$ cat config.mk
export PLATFORM = sky130hd
export DESIGN_NAME = sync_fifo_flex
export DESIGN_NICKNAME = d
export VERILOG_FILES = /design/src/rtl/sync_fifo_pkg.sv /design/src/rtl/sync_fifo_flex_mem.sv /design/src/rtl/sync_fifo_flex.sv
export SDC_FILE = /design/constraint.sdc
export NUM_CORES = 1
export LEC_CHECK = 0
export CAP_MARGIN = 20
export CORE_MARGIN = 1
export CORE_UTILIZATION = 58
export DETAILED_ROUTE_END_ITERATION = 8
export HOLD_SLACK_MARGIN = 0.02
export PLACE_DENSITY = 0.89
export SYNTH_ARGS = -nofsm -noshare
export SYNTH_HDL_FRONTEND = slang
export SYNTH_SLANG_ARGS = --single-unit
$ cat constraint.sdc
create_clock -name clk -period 4 [get_ports clk]
set_input_delay 0.8 -clock clk [delete_from_list [all_inputs] [get_ports clk]]
set_output_delay 0.8 -clock clk [all_outputs]
set_load 0.01 [all_outputs]
$ cat src/rtl/sync_fifo_pkg.sv
// sync_fifo_pkg: constants and helpers shared by the sync_fifo_flex files.
//   RD_MODE_REG / RD_MODE_FWFT : values for the RD_MODE parameter.
//   ptr_inc(ptr, depth)        : next pointer value, wrapping from depth-1 to 0.
package sync_fifo_pkg;

  localparam int RD_MODE_REG  = 0;
  localparam int RD_MODE_FWFT = 1;

  // Explicit wrap compare so that non-power-of-2 depths work.
  function automatic int unsigned ptr_inc(input int unsigned ptr, input int unsigned depth);
    return (ptr == depth - 1) ? 32'd0 : ptr + 32'd1;
  endfunction

endpackage

$ cat src/rtl/sync_fifo_flex_mem.sv
// sync_fifo_flex_mem: 1W/1R register array, synchronous write, asynchronous read.
// Contents are not reset.
// Ports:
//   clk_i      clock
//   wr_en_i    write strobe
//   wr_addr_i  write address
//   wr_data_i  write word
//   rd_addr_i  read address
//   rd_data_o  word at rd_addr_i (combinational)
module sync_fifo_flex_mem
  import sync_fifo_pkg::*;
#(
  parameter int DATA_WIDTH = 8,
  parameter int DEPTH      = 8,
  parameter int ADDR_W     = $clog2(DEPTH)
) (
  input  logic                  clk_i,
  input  logic                  wr_en_i,
  input  logic [ADDR_W-1:0]     wr_addr_i,
  input  logic [DATA_WIDTH-1:0] wr_data_i,
  input  logic [ADDR_W-1:0]     rd_addr_i,
  output logic [DATA_WIDTH-1:0] rd_data_o
);

  logic [DATA_WIDTH-1:0] mem_q [DEPTH];

  always_ff @(posedge clk_i) begin
    if (wr_en_i) mem_q[wr_addr_i] <= wr_data_i;
  end

  assign rd_data_o = mem_q[rd_addr_i];

endmodule

$ cat src/rtl/sync_fifo_flex.sv
// sync_fifo_flex: parametrised single-clock FIFO (any DEPTH >= 2) with
// registered or first-word-fall-through read, programmable almost-full /
// almost-empty thresholds, level output, sticky overflow/underflow flags and
// a synchronous flush.
// Optional build macro SYNC_FIFO_FLEX_WATERMARK_EN adds max_level, the peak
// level since reset or flush.
// Ports:
//   clk, rst_n (async, active low), flush (sync clear of contents and flags)
//   wr_en/wr_data    write request and word
//   rd_en/rd_data    read/pop request and word
//   afull_thr, aempty_thr  live thresholds
//   level, full, empty, almost_full, almost_empty  status from registered level
//   overflow, underflow    sticky error flags, cleared by err_clr or flush
//   max_level        (watermark build only) peak occupancy
//
// Handshake: wr_en and rd_en are requests; full and empty act as the inverse
// of ready. A request is accepted only when its side is ready and flush is
// low; an unaccepted request changes nothing except the sticky error flag.
module sync_fifo_flex
  import sync_fifo_pkg::*;
#(
  parameter int DATA_WIDTH = 8,
  parameter int DEPTH      = 8,
  parameter int RD_MODE    = RD_MODE_REG,
  parameter int ADDR_W     = $clog2(DEPTH),
  parameter int CNT_W      = $clog2(DEPTH + 1)
) (
  input  logic                  clk,
  input  logic                  rst_n,
  input  logic                  flush,
  input  logic                  wr_en,
  input  logic [DATA_WIDTH-1:0] wr_data,
  input  logic                  rd_en,
  output logic [DATA_WIDTH-1:0] rd_data,
  input  logic [CNT_W-1:0]      afull_thr,
  input  logic [CNT_W-1:0]      aempty_thr,
  output logic [CNT_W-1:0]      level,
  output logic                  full,
  output logic                  empty,
  output logic                  almost_full,
  output logic                  almost_empty,
  output logic                  overflow,
  output logic                  underflow,
  input  logic                  err_clr
`ifdef SYNC_FIFO_FLEX_WATERMARK_EN
  ,
  output logic [CNT_W-1:0]      max_level
`endif
);

  logic [ADDR_W-1:0]     wr_ptr_q, wr_ptr_d;
  logic [ADDR_W-1:0]     rd_ptr_q, rd_ptr_d;
  logic [CNT_W-1:0]      level_q, level_d;
  logic                  ovf_q, ovf_d;
  logic                  udf_q, udf_d;
  logic                  wr_acc, rd_acc;
  logic [DATA_WIDTH-1:0] mem_rd_data;

  // Status is derived from the registered level only.
  assign full         = (level_q == CNT_W'(DEPTH));
  assign empty        = (level_q == '0);
  // Plain compares give the corner cases for free: thr=0 -> always almost
  // full, aempty_thr >= DEPTH -> always almost empty.
  assign almost_full  = (level_q >= afull_thr);
  assign almost_empty = (level_q <= aempty_thr);
  assign level        = level_q;
  assign overflow     = ovf_q;
  assign underflow    = udf_q;

  assign wr_acc = wr_en & ~full  & ~flush;
  assign rd_acc = rd_en & ~empty & ~flush;

  always_comb begin
    wr_ptr_d = wr_ptr_q;
    rd_ptr_d = rd_ptr_q;
    level_d  = level_q;
    if (flush) begin
      wr_ptr_d = '0;
      rd_ptr_d = '0;
      level_d  = '0;
    end else begin
      if (wr_acc) wr_ptr_d = ADDR_W'(ptr_inc(32'(wr_ptr_q), DEPTH));
      if (rd_acc) rd_ptr_d = ADDR_W'(ptr_inc(32'(rd_ptr_q), DEPTH));
      case ({wr_acc, rd_acc})
        2'b10:   level_d = level_q + CNT_W'(1);
        2'b01:   level_d = level_q - CNT_W'(1);
        default: level_d = level_q;
      endcase
    end
  end

  // Set has priority over clear (err_clr or flush).
  always_comb begin
    ovf_d = (wr_en & full)  | (ovf_q & ~(err_clr | flush));
    udf_d = (rd_en & empty) | (udf_q & ~(err_clr | flush));
  end

`ifdef SYNC_FIFO_FLEX_WATERMARK_EN
  logic [CNT_W-1:0] max_level_q, max_level_d;

  always_comb begin
    max_level_d = max_level_q;
    if (flush)                      max_level_d = '0;
    else if (level_d > max_level_q) max_level_d = level_d;
  end

  assign max_level = max_level_q;
`endif

  always_ff @(posedge clk or negedge rst_n) begin
    if (!rst_n) begin
      wr_ptr_q    <= '0;
      rd_ptr_q    <= '0;
      level_q     <= '0;
      ovf_q       <= 1'b0;
      udf_q       <= 1'b0;
`ifdef SYNC_FIFO_FLEX_WATERMARK_EN
      max_level_q <= '0;
`endif
    end else begin
      wr_ptr_q    <= wr_ptr_d;
      rd_ptr_q    <= rd_ptr_d;
      level_q     <= level_d;
      ovf_q       <= ovf_d;
      udf_q       <= udf_d;
`ifdef SYNC_FIFO_FLEX_WATERMARK_EN
      max_level_q <= max_level_d;
`endif
    end
  end

  sync_fifo_flex_mem #(
    .DATA_WIDTH (DATA_WIDTH),
    .DEPTH      (DEPTH),
    .ADDR_W     (ADDR_W)
  ) u_mem (
    .clk_i     (clk),
    .wr_en_i   (wr_acc),
    .wr_addr_i (wr_ptr_q),
    .wr_data_i (wr_data),
    .rd_addr_i (rd_ptr_q),
    .rd_data_o (mem_rd_data)
  );

  generate
    if (RD_MODE == RD_MODE_FWFT) begin : g_fwft
      // Head word is presented whenever there is one; zero when empty.
      assign rd_data = empty ? '0 : mem_rd_data;
    end else begin : g_reg
      logic [DATA_WIDTH-1:0] rd_data_q, rd_data_d;

      always_comb begin
        rd_data_d = rd_data_q;
        if (flush)       rd_data_d = '0;
        else if (rd_acc) rd_data_d = mem_rd_data;
      end

      always_ff @(posedge clk or negedge rst_n) begin
        if (!rst_n) rd_data_q <= '0;
        else        rd_data_q <= rd_data_d;
      end

      assign rd_data = rd_data_q;
    end
  endgenerate

endmodule

==> metrics.cfg <==
[run_status]
status = finished clean

[routing]
routed_wl_microns = 6470
drtIter0Drc = 121
drc = 0
wl_per_cell_microns = 18.2
drt_first_pass_iters = 4
vias_per_cell = 5.80
vias = 2064
antenna_left = 0

[sta]
slew_viol_final = 0
grt_setup_unrepaired = false
holdWs_ns = 0.514
slew_headroom_pct = 40.8
setup_violations = 0
hold_viol = 0
clock_skew_ns = 0.0134
worst_pin_slew_ns = 0.885
post-route-min-period_ns = 3.52
fmax_ghz = 0.284
fin_crit_sh_pct = 88.1
fin_tns_setup_ns = 0

[clocking]
clkSinkCount = 84
cts-buffers-inserted = 9
post_cts_resized = 0
clk_pin_slew_ns = 0.09
postCtsHoldBufs = 0
clockBufferDepth = 2
htreeDepth = 3
tritoncts = yes
clock_latency_ns = 0.36
cts_setup_buffers = 0
cts-root-buf = clkbuf_8

[layout]
syn_to_final_growth_pct = 20.0
layout.cells.non_filler = 356
final_cell_mix = edfxtp_1 (64), clkdlybuf4s50_1 (39), nor2_1 (23), dfrtp_1 (20), mux4_2 (16)
drive_gt1_share_pct = 16.4
area.sequential_sq_mm = 0.00242
n_antenna_cell = 0
stdcell_area_sq_mm = 0.00439
multi_input_area_sq_mm = 0.00116
layout_commonest_cell = edfxtp_1
fillCellCount = 368
layout.nets = 312

[global_route]
grt.total_usage_pct = 21.7
grt_pass1_wl_microns = 9920
antenna_found_initial = 0
grt_max_degree = 22
grt_pass1_vias = 2003
grt_overflow = 0

[yosys]
yosys.area.top_type = edfxtp_1
synth_fp_nets = 264
synth_cell_types = 35
syn_area_sq_mm = 0.00366
synth_top_cell_area_share_pct = 52.5
netlist_instances = 228
synth-seq-area-share_pct = 66.2
avgSynthCellArea_sq_um = 16.1
yosysWarnings = 0
synth.area.top_cells = edfxtp_1 (53%), dfrtp_1 (14%), mux4_2 (9.8%)
yosys_register_bits = 84

[placement]
placed_cell_area_sq_mm = 0.00415
place.gp.congestion = 0.738
portBuffers = 39
dpl.cell_count = 339
dpl.hpwl_microns = 4430

[die]
die_y_microns = 81.4
coreArea_sq_mm = 0.00599
rows = 28
die_area_sq_mm = 0.00663
fp.dieW_microns = 81.4
initial_utilization_pct = 61.1
io-pin-count = 40

[pwr]
leakagePower_uw = 0.00159
p_int_uw = 1730
p_seq_share_pct = 44.9
ir_drop_mv = 0.414
combPwrFrac_pct = 29.8
cellPowerDensity_mw_per_mm2 = 569
p_clk_share_pct = 25.3
p_switching_uw = 767
swShare_pct = 30.7

[worst_setup_path]
path_class = in2out
cp-endpoint = almost_empty
startpoint = aempty_thr[1]
critical_path_peak_fanout = 2
worstReg2RegStart = level[1]
critical_path_required_ns = 3.20
reg2reg_slack_ns = 1.39
end_kind = output pin
critPathLaunchType = primary input
rr_worst_depth = 7
crit_arrival_ns = 2.72
reg2reg_to = level[3]

[run]
cap_violations = 0

[hold_path]
min_from = overflow
hp-class = reg2reg

-- cell families (layout without fill, tap and decap cells) --
group / after synthesis / count (layout) / share of synthesized area [%]
XOR/XNOR: 5 / 5 / 1.20
multiplexers: 28 / 28 / 13.1
buffers and inverters: 18 / 71 / 2.12
adder cells (fa/ha/maj): 14 / 14 / 4.79
flip-flops: 84 / 84 / 66.2
AND/OR/NAND/NOR: 48 / 48 / 6.33
AO/OA/AOI/OAI: 31 / 31 / 6.26
-- state kept, by name, indices dropped and copies added, names as in the netlist --
signal and cells:
u_mem.mem_q 64, rd_data 8, level 4, rd_ptr_q 3, wr_ptr_q 3, overflow 1
underflow 1
-- critical path, cell delays in order --
cell and delay [ns]:
clkdlybuf4s50_1 0.45, inv_1 0.04, ha_1 0.29, nor2b_1 0.13, o21ai_0 0.17, nand2b_1 0.08
a21oi_1 0.14, a41o_1 0.10, clkdlybuf4s50_1 0.52
-- worst min-delay path by stage --
stage,end,slack (ns),cells after the start
floorplan,level[0],0.50,0
global placement,overflow,0.49,1
detailed placement,underflow,0.48,1
CTS,overflow,0.52,1
global route,overflow,0.53,1
finish,overflow,0.51,1
-- power groups by stage --
stage	Sequential, uW	Combinational [uW]	Clock (uW)
2_1_floorplan	1110	474	0
3_3_place_gp	1160	669	0
3_5_place_dp	1160	698	0
4_1_cts	1140	701	642
5_1_grt	1140	824	674
6_report	1120	744	633
-- synthesized netlist by cell type --
cell and n:
edfxtp_1 64, nor2_1 23, dfrtp_1 20, mux4_2 16, ha_1 14, mux2i_1 12, a211oi_1 8, a21oi_1 8
inv_1 8, nand2_1 6, clkbuf_1 5, nand2b_1 5, o21ai_0 5, nor3_1 4, nor2b_1 3, xor2_1 3
a22o_1 2, buf_1 2, buf_2 2, or3_1 2, xnor2_1 2, a211oi_4 1, a221oi_1 1, a31o_2 1
a32o_1 1, a41o_1 1, buf_6 1, nand2_2 1, nand3b_1 1, nor4_1 1, o21ai_1 1, o21bai_1 1
o41ai_2 1, or2_2 1, or4b_4 1
-- per-layer routing --
layer / global-route usage, % / part of all wire [%] / up-vias / wire, microns
met1: 28.1 / 42 / 1008 / 2730
met2: 35.5 / 50 / 75 / 3260
met5: 0 / 0 / - / 0
met3: 6.67 / 6.3 / 9 / 407
met4: 6.43 / 1.1 / 0 / 69
li1: - / - / 972 / -
-- cell type report --
class | instances | share of cell area [%]
clock inverter | 7 | 2.11
inverter | 8 | 0.684
timing repair buffer | 47 | 10.7
multi-input combinational | 126 | 26.4
clock buffer | 9 | 2.82
tap | 75 | 2.14
sequential | 84 | 55.1
-- metrics by stage --
stage                     total power, uW  utilization (%)  worst slack, ns
after global routing                 2630             73.3            0.358
final                                2500             73.3            0.478
after detailed placement             1860             69.3            0.487
after floorplan                      1580                -             1.51
after CTS                            2490             72.9            0.482
after global placement               1830             69.3            0.535
(Power assumes the default switching activity.)
